<file path="config.mk">
export PLATFORM = sky130hd
export DESIGN_NAME = ioctl_rom_loader
export DESIGN_NICKNAME = d
export VERILOG_FILES = /design/src/rtl/ioctl_loader_pkg.sv /design/src/rtl/ioctl_rom_loader_sync_fifo.sv /design/src/rtl/ioctl_rom_loader.sv
export SDC_FILE = /design/constraint.sdc
export NUM_CORES = 1
export LEC_CHECK = 0
export ABC_AREA = 1
export BUFFER_PORTS_ARGS = -buffer_cell sky130_fd_sc_hd__buf_2
export CAP_MARGIN = 20
export CORE_MARGIN = 3
export CORE_UTILIZATION = 40
export CTS_BUF_LIST = sky130_fd_sc_hd__clkbuf_8
export CTS_CLUSTER_DIAMETER = 30
export DETAILED_ROUTE_END_ITERATION = 12
export PLACE_DENSITY = 0.65
export SYNTH_ARGS = -nofsm -noshare
export SYNTH_HDL_FRONTEND = slang
export SYNTH_SLANG_ARGS = --single-unit
export TNS_END_PERCENT = 100
</file>
<file path="constraint.sdc">
create_clock -name clk_sys -period 4.1 [get_ports clk_sys]
set_input_delay 0.41 -clock clk_sys [delete_from_list [all_inputs] [get_ports clk_sys]]
set_output_delay 0.41 -clock clk_sys [all_outputs]
set_load 0.1 [all_outputs]
</file>
<file path="src/rtl/ioctl_loader_pkg.sv">
// Shared definitions for the ioctl ROM loader: width helpers and drain states.
package ioctl_loader_pkg;

   // Ceiling log2 for elaboration-time sizing (returns 0 for values <= 1).
   function automatic int clog2(input int value);
      int r;
      r = 0;
      for (int i = 0; i < 31; i++) begin
         if ((32'sd1 <<< i) < value) begin
            r = i + 1;
         end
      end
      return r;
   endfunction

   // Number of byte-address bits that select a lane inside one SDRAM word.
   function automatic int lb_of(input int word_bytes);
      return clog2(word_bytes);
   endfunction

   // Drain handshake states.
   typedef enum logic [0:0] {
      IDLE = 1'b0,
      WAIT = 1'b1
   } drain_state_e;

endpackage

</file>
<file path="src/rtl/ioctl_rom_loader_sync_fifo.sv">
// Small synchronous FIFO: registered storage and pointers, fall-through head,
// extra pointer MSB to tell full from empty.
module sync_fifo
   import ioctl_loader_pkg::*;
#(
   parameter  int WIDTH = 8,
   parameter  int DEPTH = 4,
   localparam int AW    = clog2(DEPTH),
   localparam int PW    = AW + 1
) (
   input  logic             clk_i,
   input  logic             reset_i,
   input  logic             push_i,
   input  logic             pop_i,
   input  logic [WIDTH-1:0] din_i,
   output logic [WIDTH-1:0] dout_o,
   output logic             empty_o,
   output logic             full_o,
   output logic [PW-1:0]    count_o
);

   logic [WIDTH-1:0] mem_q [DEPTH];
   logic [PW-1:0]    wr_ptr_q, wr_ptr_d;
   logic [PW-1:0]    rd_ptr_q, rd_ptr_d;
   logic             do_push_s;
   logic             do_pop_s;

   assign empty_o = (wr_ptr_q == rd_ptr_q);
   assign full_o  = (wr_ptr_q[AW] != rd_ptr_q[AW]) &&
                    (wr_ptr_q[AW-1:0] == rd_ptr_q[AW-1:0]);
   assign count_o = wr_ptr_q - rd_ptr_q;
   assign dout_o  = mem_q[rd_ptr_q[AW-1:0]];

   // A push into a full FIFO is only taken when the head leaves in the same cycle.
   always_comb begin
      do_push_s = push_i && (!full_o || pop_i);
      do_pop_s  = pop_i && !empty_o;
      wr_ptr_d  = wr_ptr_q;
      rd_ptr_d  = rd_ptr_q;
      if (do_push_s) begin
         wr_ptr_d = wr_ptr_q + PW'(1);
      end else begin
         wr_ptr_d = wr_ptr_q;
      end
      if (do_pop_s) begin
         rd_ptr_d = rd_ptr_q + PW'(1);
      end else begin
         rd_ptr_d = rd_ptr_q;
      end
   end

   // Pointer registers.
   always_ff @(posedge clk_i) begin
      if (reset_i) begin
         wr_ptr_q <= '0;
         rd_ptr_q <= '0;
      end else begin
         wr_ptr_q <= wr_ptr_d;
         rd_ptr_q <= rd_ptr_d;
      end
   end

   // Storage array; contents need no reset because the pointers gate visibility.
   always_ff @(posedge clk_i) begin
      if (do_push_s) begin
         mem_q[wr_ptr_q[AW-1:0]] <= din_i;
      end
   end

endmodule

</file>
<file path="src/rtl/ioctl_rom_loader.sv">
// ioctl byte stream -> SDRAM word writer: packs bytes into lane-masked words,
// buffers them, and drains them through a toggle req/ack handshake.
module ioctl_rom_loader
   import ioctl_loader_pkg::*;
#(
   parameter  int ADDR_W     = 25,
   parameter  int WORD_BYTES = 2,
   parameter  int FIFO_DEPTH = 4,
   parameter  int ROM_INDEX  = 0,
   localparam int LB         = lb_of(WORD_BYTES),
   localparam int WA_W       = ADDR_W - LB,
   localparam int DW         = 8 * WORD_BYTES
) (
   input  logic                  clk_sys,
   input  logic                  reset,
   input  logic                  ioctl_download,
   input  logic [7:0]            ioctl_index,
   input  logic                  ioctl_wr,
   input  logic [ADDR_W-1:0]     ioctl_addr,
   input  logic [7:0]            ioctl_dout,
   output logic                  ioctl_wait,
   output logic [WA_W-1:0]       sdr_addr,
   output logic [DW-1:0]         sdr_din,
   output logic [WORD_BYTES-1:0] sdr_wr_sel,
   output logic                  sdr_req,
   input  logic                  sdr_ack,
   output logic                  busy,
   output logic                  done,
   output logic                  overflow
);

   localparam int LBW = (LB == 0) ? 1 : LB;
   localparam int PW  = clog2(FIFO_DEPTH) + 1;

   typedef struct packed {
      logic [WA_W-1:0]       addr;
      logic [DW-1:0]         data;
      logic [WORD_BYTES-1:0] sel;
   } fifo_entry_t;

   localparam int EW = $bits(fifo_entry_t);

   // Assembly register and download tracking.
   logic                  dl_q;
   logic                  asm_valid_q, asm_valid_d;
   logic [WA_W-1:0]       asm_addr_q, asm_addr_d;
   logic [DW-1:0]         asm_data_q, asm_data_d;
   logic [WORD_BYTES-1:0] asm_mask_q, asm_mask_d;
   logic                  flush_pending_q, flush_pending_d;
   logic                  dl_end_q, dl_end_d;
   logic                  overflow_q, overflow_d;
   logic                  done_q, done_d;

   // Drain side.
   drain_state_e          state_q, state_d;
   logic                  sdr_req_q, sdr_req_d;
   logic [WA_W-1:0]       sdr_addr_q, sdr_addr_d;
   logic [DW-1:0]         sdr_din_q, sdr_din_d;
   logic [WORD_BYTES-1:0] sdr_sel_q, sdr_sel_d;

   // Combinational helpers.
   logic                  acc_s, same_s, rise_s, fall_s, busy_s;
   logic [LBW-1:0]        lane_s;
   logic [WA_W-1:0]       waddr_s;
   logic [DW-1:0]         merged_data_s;
   logic [WORD_BYTES-1:0] merged_mask_s;
   logic                  push_s, pop_s, fifo_room_s;
   fifo_entry_t           push_entry_s, head_s;
   logic [EW-1:0]         head_bits_s;
   logic                  fifo_empty_s, fifo_full_s;
   logic [PW-1:0]         fifo_count_s;

   assign acc_s   = ioctl_wr && ioctl_download && (ioctl_index == 8'(ROM_INDEX));
   assign lane_s  = (WORD_BYTES == 1) ? '0 : ioctl_addr[LBW-1:0];
   assign waddr_s = ioctl_addr[ADDR_W-1:LB];
   assign same_s  = asm_valid_q && (waddr_s == asm_addr_q);
   assign rise_s  = ioctl_download && !dl_q;
   assign fall_s  = !ioctl_download && dl_q;
   assign busy_s  = asm_valid_q || !fifo_empty_s || (state_q == WAIT);
   assign head_s  = fifo_entry_t'(head_bits_s);
   assign fifo_room_s = !fifo_full_s || pop_s;

   // One push of headroom is kept so the word a single byte may complete always fits.
   assign ioctl_wait = (fifo_count_s >= PW'(FIFO_DEPTH - 1)) || flush_pending_q;

   assign sdr_addr   = sdr_addr_q;
   assign sdr_din    = sdr_din_q;
   assign sdr_wr_sel = sdr_sel_q;
   assign sdr_req    = sdr_req_q;
   assign busy       = busy_s;
   assign done       = done_q;
   assign overflow   = overflow_q;

   // Byte assembly: merge the byte into its lane, push on address change, full mask or flush.
   always_comb begin
      asm_valid_d     = asm_valid_q;
      asm_addr_d      = asm_addr_q;
      asm_data_d      = asm_data_q;
      asm_mask_d      = asm_mask_q;
      flush_pending_d = flush_pending_q;
      push_s          = 1'b0;
      push_entry_s    = '0;
      merged_data_s   = same_s ? asm_data_q : '0;
      merged_mask_s   = same_s ? asm_mask_q : '0;
      merged_data_s[8*int'(lane_s) +: 8] = ioctl_dout;
      merged_mask_s[lane_s]              = 1'b1;

      if (flush_pending_q) begin
         // Wait for a free slot so the trailing partial word is never dropped.
         if (fifo_room_s) begin
            push_s          = 1'b1;
            push_entry_s    = '{addr: asm_addr_q, data: asm_data_q, sel: asm_mask_q};
            asm_valid_d     = 1'b0;
            asm_data_d      = '0;
            asm_mask_d      = '0;
            flush_pending_d = 1'b0;
         end else begin
            flush_pending_d = 1'b1;
         end
      end else if (acc_s) begin
         if (asm_valid_q && !same_s) begin
            // Byte belongs to another word: retire the held one, start afresh.
            push_s       = 1'b1;
            push_entry_s = '{addr: asm_addr_q, data: asm_data_q, sel: asm_mask_q};
            asm_valid_d  = 1'b1;
            asm_addr_d   = waddr_s;
            asm_data_d   = merged_data_s;
            asm_mask_d   = merged_mask_s;
         end else if (&merged_mask_s) begin
            push_s       = 1'b1;
            push_entry_s = '{addr: waddr_s, data: merged_data_s, sel: merged_mask_s};
            asm_valid_d  = 1'b0;
            asm_data_d   = '0;
            asm_mask_d   = '0;
         end else begin
            asm_valid_d  = 1'b1;
            asm_addr_d   = waddr_s;
            asm_data_d   = merged_data_s;
            asm_mask_d   = merged_mask_s;
         end
      end else if (fall_s && asm_valid_q) begin
         flush_pending_d = 1'b1;
      end else begin
         flush_pending_d = flush_pending_q;
      end
   end

   // Download bookkeeping: sticky overflow and the single completion pulse.
   always_comb begin
      overflow_d = rise_s ? 1'b0 : overflow_q;
      dl_end_d   = dl_end_q;
      done_d     = 1'b0;
      if (push_s && !fifo_room_s) begin
         overflow_d = 1'b1;
      end else begin
         overflow_d = overflow_d;
      end
      if (rise_s) begin
         dl_end_d = 1'b0;
      end else if (fall_s) begin
         dl_end_d = 1'b1;
      end else if (dl_end_q && !ioctl_download && !busy_s && !flush_pending_q) begin
         done_d   = 1'b1;
         dl_end_d = 1'b0;
      end else begin
         dl_end_d = dl_end_q;
      end
   end

   // Drain FSM: present the FIFO head, toggle req, pop once ack catches up.
   always_comb begin
      state_d    = state_q;
      sdr_req_d  = sdr_req_q;
      sdr_addr_d = sdr_addr_q;
      sdr_din_d  = sdr_din_q;
      sdr_sel_d  = sdr_sel_q;
      pop_s      = 1'b0;
      case (state_q)
         IDLE: begin
            if (!fifo_empty_s) begin
               sdr_addr_d = head_s.addr;
               sdr_din_d  = head_s.data;
               sdr_sel_d  = head_s.sel;
               sdr_req_d  = ~sdr_req_q;
               state_d    = WAIT;
            end else begin
               state_d    = IDLE;
            end
         end
         WAIT: begin
            if (sdr_ack == sdr_req_q) begin
               pop_s   = 1'b1;
               state_d = IDLE;
            end else begin
               state_d = WAIT;
            end
         end
         default: begin
            state_d = IDLE;
         end
      endcase
   end

   // State registers; reset abandons any pending handshake by matching req to ack.
   always_ff @(posedge clk_sys) begin
      if (reset) begin
         dl_q            <= 1'b0;
         asm_valid_q     <= 1'b0;
         asm_addr_q      <= '0;
         asm_data_q      <= '0;
         asm_mask_q      <= '0;
         flush_pending_q <= 1'b0;
         dl_end_q        <= 1'b0;
         overflow_q      <= 1'b0;
         done_q          <= 1'b0;
         state_q         <= IDLE;
         sdr_req_q       <= sdr_ack;
         sdr_addr_q      <= '0;
         sdr_din_q       <= '0;
         sdr_sel_q       <= '0;
      end else begin
         dl_q            <= ioctl_download;
         asm_valid_q     <= asm_valid_d;
         asm_addr_q      <= asm_addr_d;
         asm_data_q      <= asm_data_d;
         asm_mask_q      <= asm_mask_d;
         flush_pending_q <= flush_pending_d;
         dl_end_q        <= dl_end_d;
         overflow_q      <= overflow_d;
         done_q          <= done_d;
         state_q         <= state_d;
         sdr_req_q       <= sdr_req_d;
         sdr_addr_q      <= sdr_addr_d;
         sdr_din_q       <= sdr_din_d;
         sdr_sel_q       <= sdr_sel_d;
      end
   end

   sync_fifo #(
      .WIDTH (EW),
      .DEPTH (FIFO_DEPTH)
   ) u_fifo (
      .clk_i   (clk_sys),
      .reset_i (reset),
      .push_i  (push_s),
      .pop_i   (pop_s),
      .din_i   (push_entry_s),
      .dout_o  (head_bits_s),
      .empty_o (fifo_empty_s),
      .full_o  (fifo_full_s),
      .count_o (fifo_count_s)
   );

endmodule

</file>
==> flow_summary_export.csv <==
group,metric,value,unit
outcome,status,"finished clean",
sta,skew,0.0254,ns
yosys,syn_area,11300,µm²
die,rows,61,
place,dp_hpwl,16100,µm
clock_network,cts_tree,"built",
clock_network,cts_setup_buffers,0,
yosys,postSynthNetCount,1179,
yosys,ys.flop_type,"edfxtp_1",
drt,routed_wl,28100,µm
clock_network,insertion_delay,0.58,ns
cells_and_area,final_common_cell,"nor2_1",
yosys,synth_mux_area_frac,0,
die,start_util,0.407,
run,cap_violations,0,
clock_network,clock_sinks,266,
yosys,synth_cells,1125,
die,io_pins,93,
sta,relSlewSlack,0.398,
grt,grt.total_usage,0.182,
clock_network,htreeDepth,2,
worst_setup_path,start_kind,"register",
yosys,synth_seq_cells,266,
yosys,synth_top_family_by_area,"compound AO/OA/AOI/OAI gates",
sta,period_share,0.732,
cells_and_area,final_area,13200,µm²
grt,grt_pass1_vias,8188,
sta,tightest_slew,0.902,ns
worst_setup_path,cp_data_arrival_time,3.19,ns
clock_network,ctsHoldBuffers,0,
drt,wl_per_cell,17.1,µm
power_and_ir_drop,worst_ir_drop_vdd,228,µV
yosys,synth-compound-area-share,0.154,
die,coreArea,27900,µm²
clock_network,cts.path.max_buffers,3,
cells_and_area,final_core_util,0.474,
power_and_ir_drop,cellLeakagePower,4.77,nW
worst_setup_path,critPathCaptureType,"register",
die,die_area,30400,µm²
min_path,hp-class,"input pin to register",
yosys,synthXorXnorAreaFrac,0.0169,
worst_setup_path,required,4.29,ns
drt,postRouteAntennaNets,0,
cells_and_area,layout_common_cells,"187 x nor2_1, 169 x edfxtp_1, 167 x o21ai_0",
place,port-buffer-count,92,
yosys,ys_types,43,
yosys,yosys.area_share.simple,0.140,
grt,grt_max_degree,85,
place,gp_congestion,0.820,
cells_and_area,syn_to_final_growth,16.4,%
yosys,yosys_warnings,0,
drt,vias,8408,
sta,max_freq,333,MHz
sta,setup_viol,0,
yosys,synth-edff-count,169,
yosys,synth_fa_ha_area_frac,0.00948,
die,die_height,174,µm
sta,rsz0062_at_grt,"no",
drt,drtPass1Iterations,6,
die,die-width,174,µm
sta,slew_viol_final,0,
place,placed_area,12100,µm²
clock_network,root_buffer,"clkbuf_8",
clock_network,numCtsBuffers,53,
grt,antenna_found_initial,2,
grt,grt_overflow,0,
yosys,synth.avg_cell_area,10.1,µm²
grt,grt_pass1_wl,44000,µm
cells_and_area,nets,1272,
sta,hold_viol,0,
clock_network,ctsResizeCount,0,
clock_network,clkTransAtPathRegs,0.05,ns
drt,route.detailed.drc,0,
yosys,async_reset_ff_frac,0,
cells_and_area,drive_gt1_frac,0.208,
drt,via_per_inst,5.13,
power_and_ir_drop,p_per_area,433,nW/µm²
worst_setup_path,criticalPathCategory,"register to register",
worst_setup_path,critPathMaxFanout,42,
sta,period_needed,3.00,ns
yosys,yosysSeqAreaShare,0.618,
drt,drt_iter0_drc,644,
==> metal layers <==
| metal | track usage | part of all wire | routed length, µm | vias to the layer above |
|---|---|---|---|---|
| li1 | - | - | - | 4084 |
| met1 | 0.246 | 0.45 | 12500 | 4010 |
| met2 | 0.290 | 0.47 | 13100 | 254 |
| met3 | 0.0356 | 0.058 | 1640 | 58 |
| met4 | 0.0667 | 0.028 | 791 | 2 |
| met5 | 0 | 0.00046 | 13 | - |
==> registers in the layout (all words and copies together), names as in the netlist, 2 cells and up <==
name             count
sdr_addr            24
u_fifo.wr_ptr_q      3
asm_data_q          16
u_fifo.mem_q       168
asm_addr_q          24
u_fifo.rd_ptr_q      3
sdr_din             16
asm_mask_q           2
sdr_wr_sel           2
==> final cells by class <==
| cell class | instances | area (µm²) |
|---|---|---|
| antenna | 1 | 2.50 |
| clock buffer | 54 | 743 |
| clock inverter | 44 | 372 |
| fill | 2554 | 14600 |
| inverter | 85 | 327 |
| multi-input combinational | 705 | 3680 |
| sequential | 266 | 7020 |
| tap | 378 | 473 |
| timing repair buffer | 107 | 601 |
==> worst paths after layout <==
path	startpoint	endpoint	slack, ns	cells past startpoint
setup reg to reg	u_fifo.wr_ptr_q[0]	u_fifo.mem_q[2][34]	1.10	10
hold reg to reg	asm_addr_q[11]	asm_addr_q[11]	0.48	2
setup / recovery	u_fifo.wr_ptr_q[0]	u_fifo.mem_q[2][34]	1.10	10
hold / removal	ioctl_download	dl_q	0.10	3
==> metrics by stage <==
stage | hold slack, ns | TNS, ns | cells | power [mW] | setup WS (ns)
after global placement | 0.455 | 0 | 1541 | 3.00 | 1.07
after CTS | 0.0740 | 0 | 1639 | 5.78 | 1.08
final | 0.104 | 0 | 1640 | 5.73 | 1.10
after detailed placement | 0.467 | 0 | 1541 | 3.00 | 1.01
after floorplan | 0.448 | -39.32 | 1125 | 2.95 | -0.234
after global routing | 0.105 | 0 | 1640 | 5.92 | 0.882
==> where the power goes <==
group	total, mW	internal [mW]	switching (mW)
Clock	2.79	1.62	1.16
Sequential	2.82	2.82	0.00156
Combinational	0.123	0.0366	0.0859
Total	5.73	4.48	1.25
==> cells by family (layout without fill, tap and decap cells) <==
family	count (synthesis)	in the layout
flops	266	266
xor+xnor	21	21
buf+inv	154	290
fa+ha+maj	8	8
simple gates	366	366
compound gates	310	310
other cells	0	1
==> critical path: stages, from the launching register on <==
cell and delay, ns:
dfxtp_1 0.37, inv_1 0.11, ha_1 0.30, nand2_1 0.15
nor3_4 0.08, nor2_4 0.27, clkinv_1 0.24, nand2_2 0.19
nand2_2 0.19, nor2_4 0.12, buf_4 0.60
==> cell usage after synthesis, types with 2 or more instances <==
cell type  number  area share
nor2_1        192       0.063
edfxtp_1      169        0.45
o21ai_0       167       0.074
dfxtp_1        97        0.17
nand2_1        82       0.027
inv_1          72       0.024
nand3_1        59       0.026
a31oi_1        42       0.023
clkbuf_1       42       0.014
o21ai_1        41       0.018
a21oi_2        33       0.025
a21oi_1        18      0.0079
nand2_2        15      0.0083
buf_2          13      0.0057
xnor2_1        10      0.0077
xor2_1         10      0.0077
inv_2           8      0.0026
buf_6           7      0.0069
ha_1            7      0.0077
o22ai_1         6      0.0033
nand4_1         4      0.0022
buf_1           3     0.00099
clkinv_1        3     0.00099
nor3_1          3      0.0013
buf_4           2      0.0013
nor2_4          2      0.0020
nor2_8          2      0.0035
Note: power is estimated with default switching activity, not from simulation.
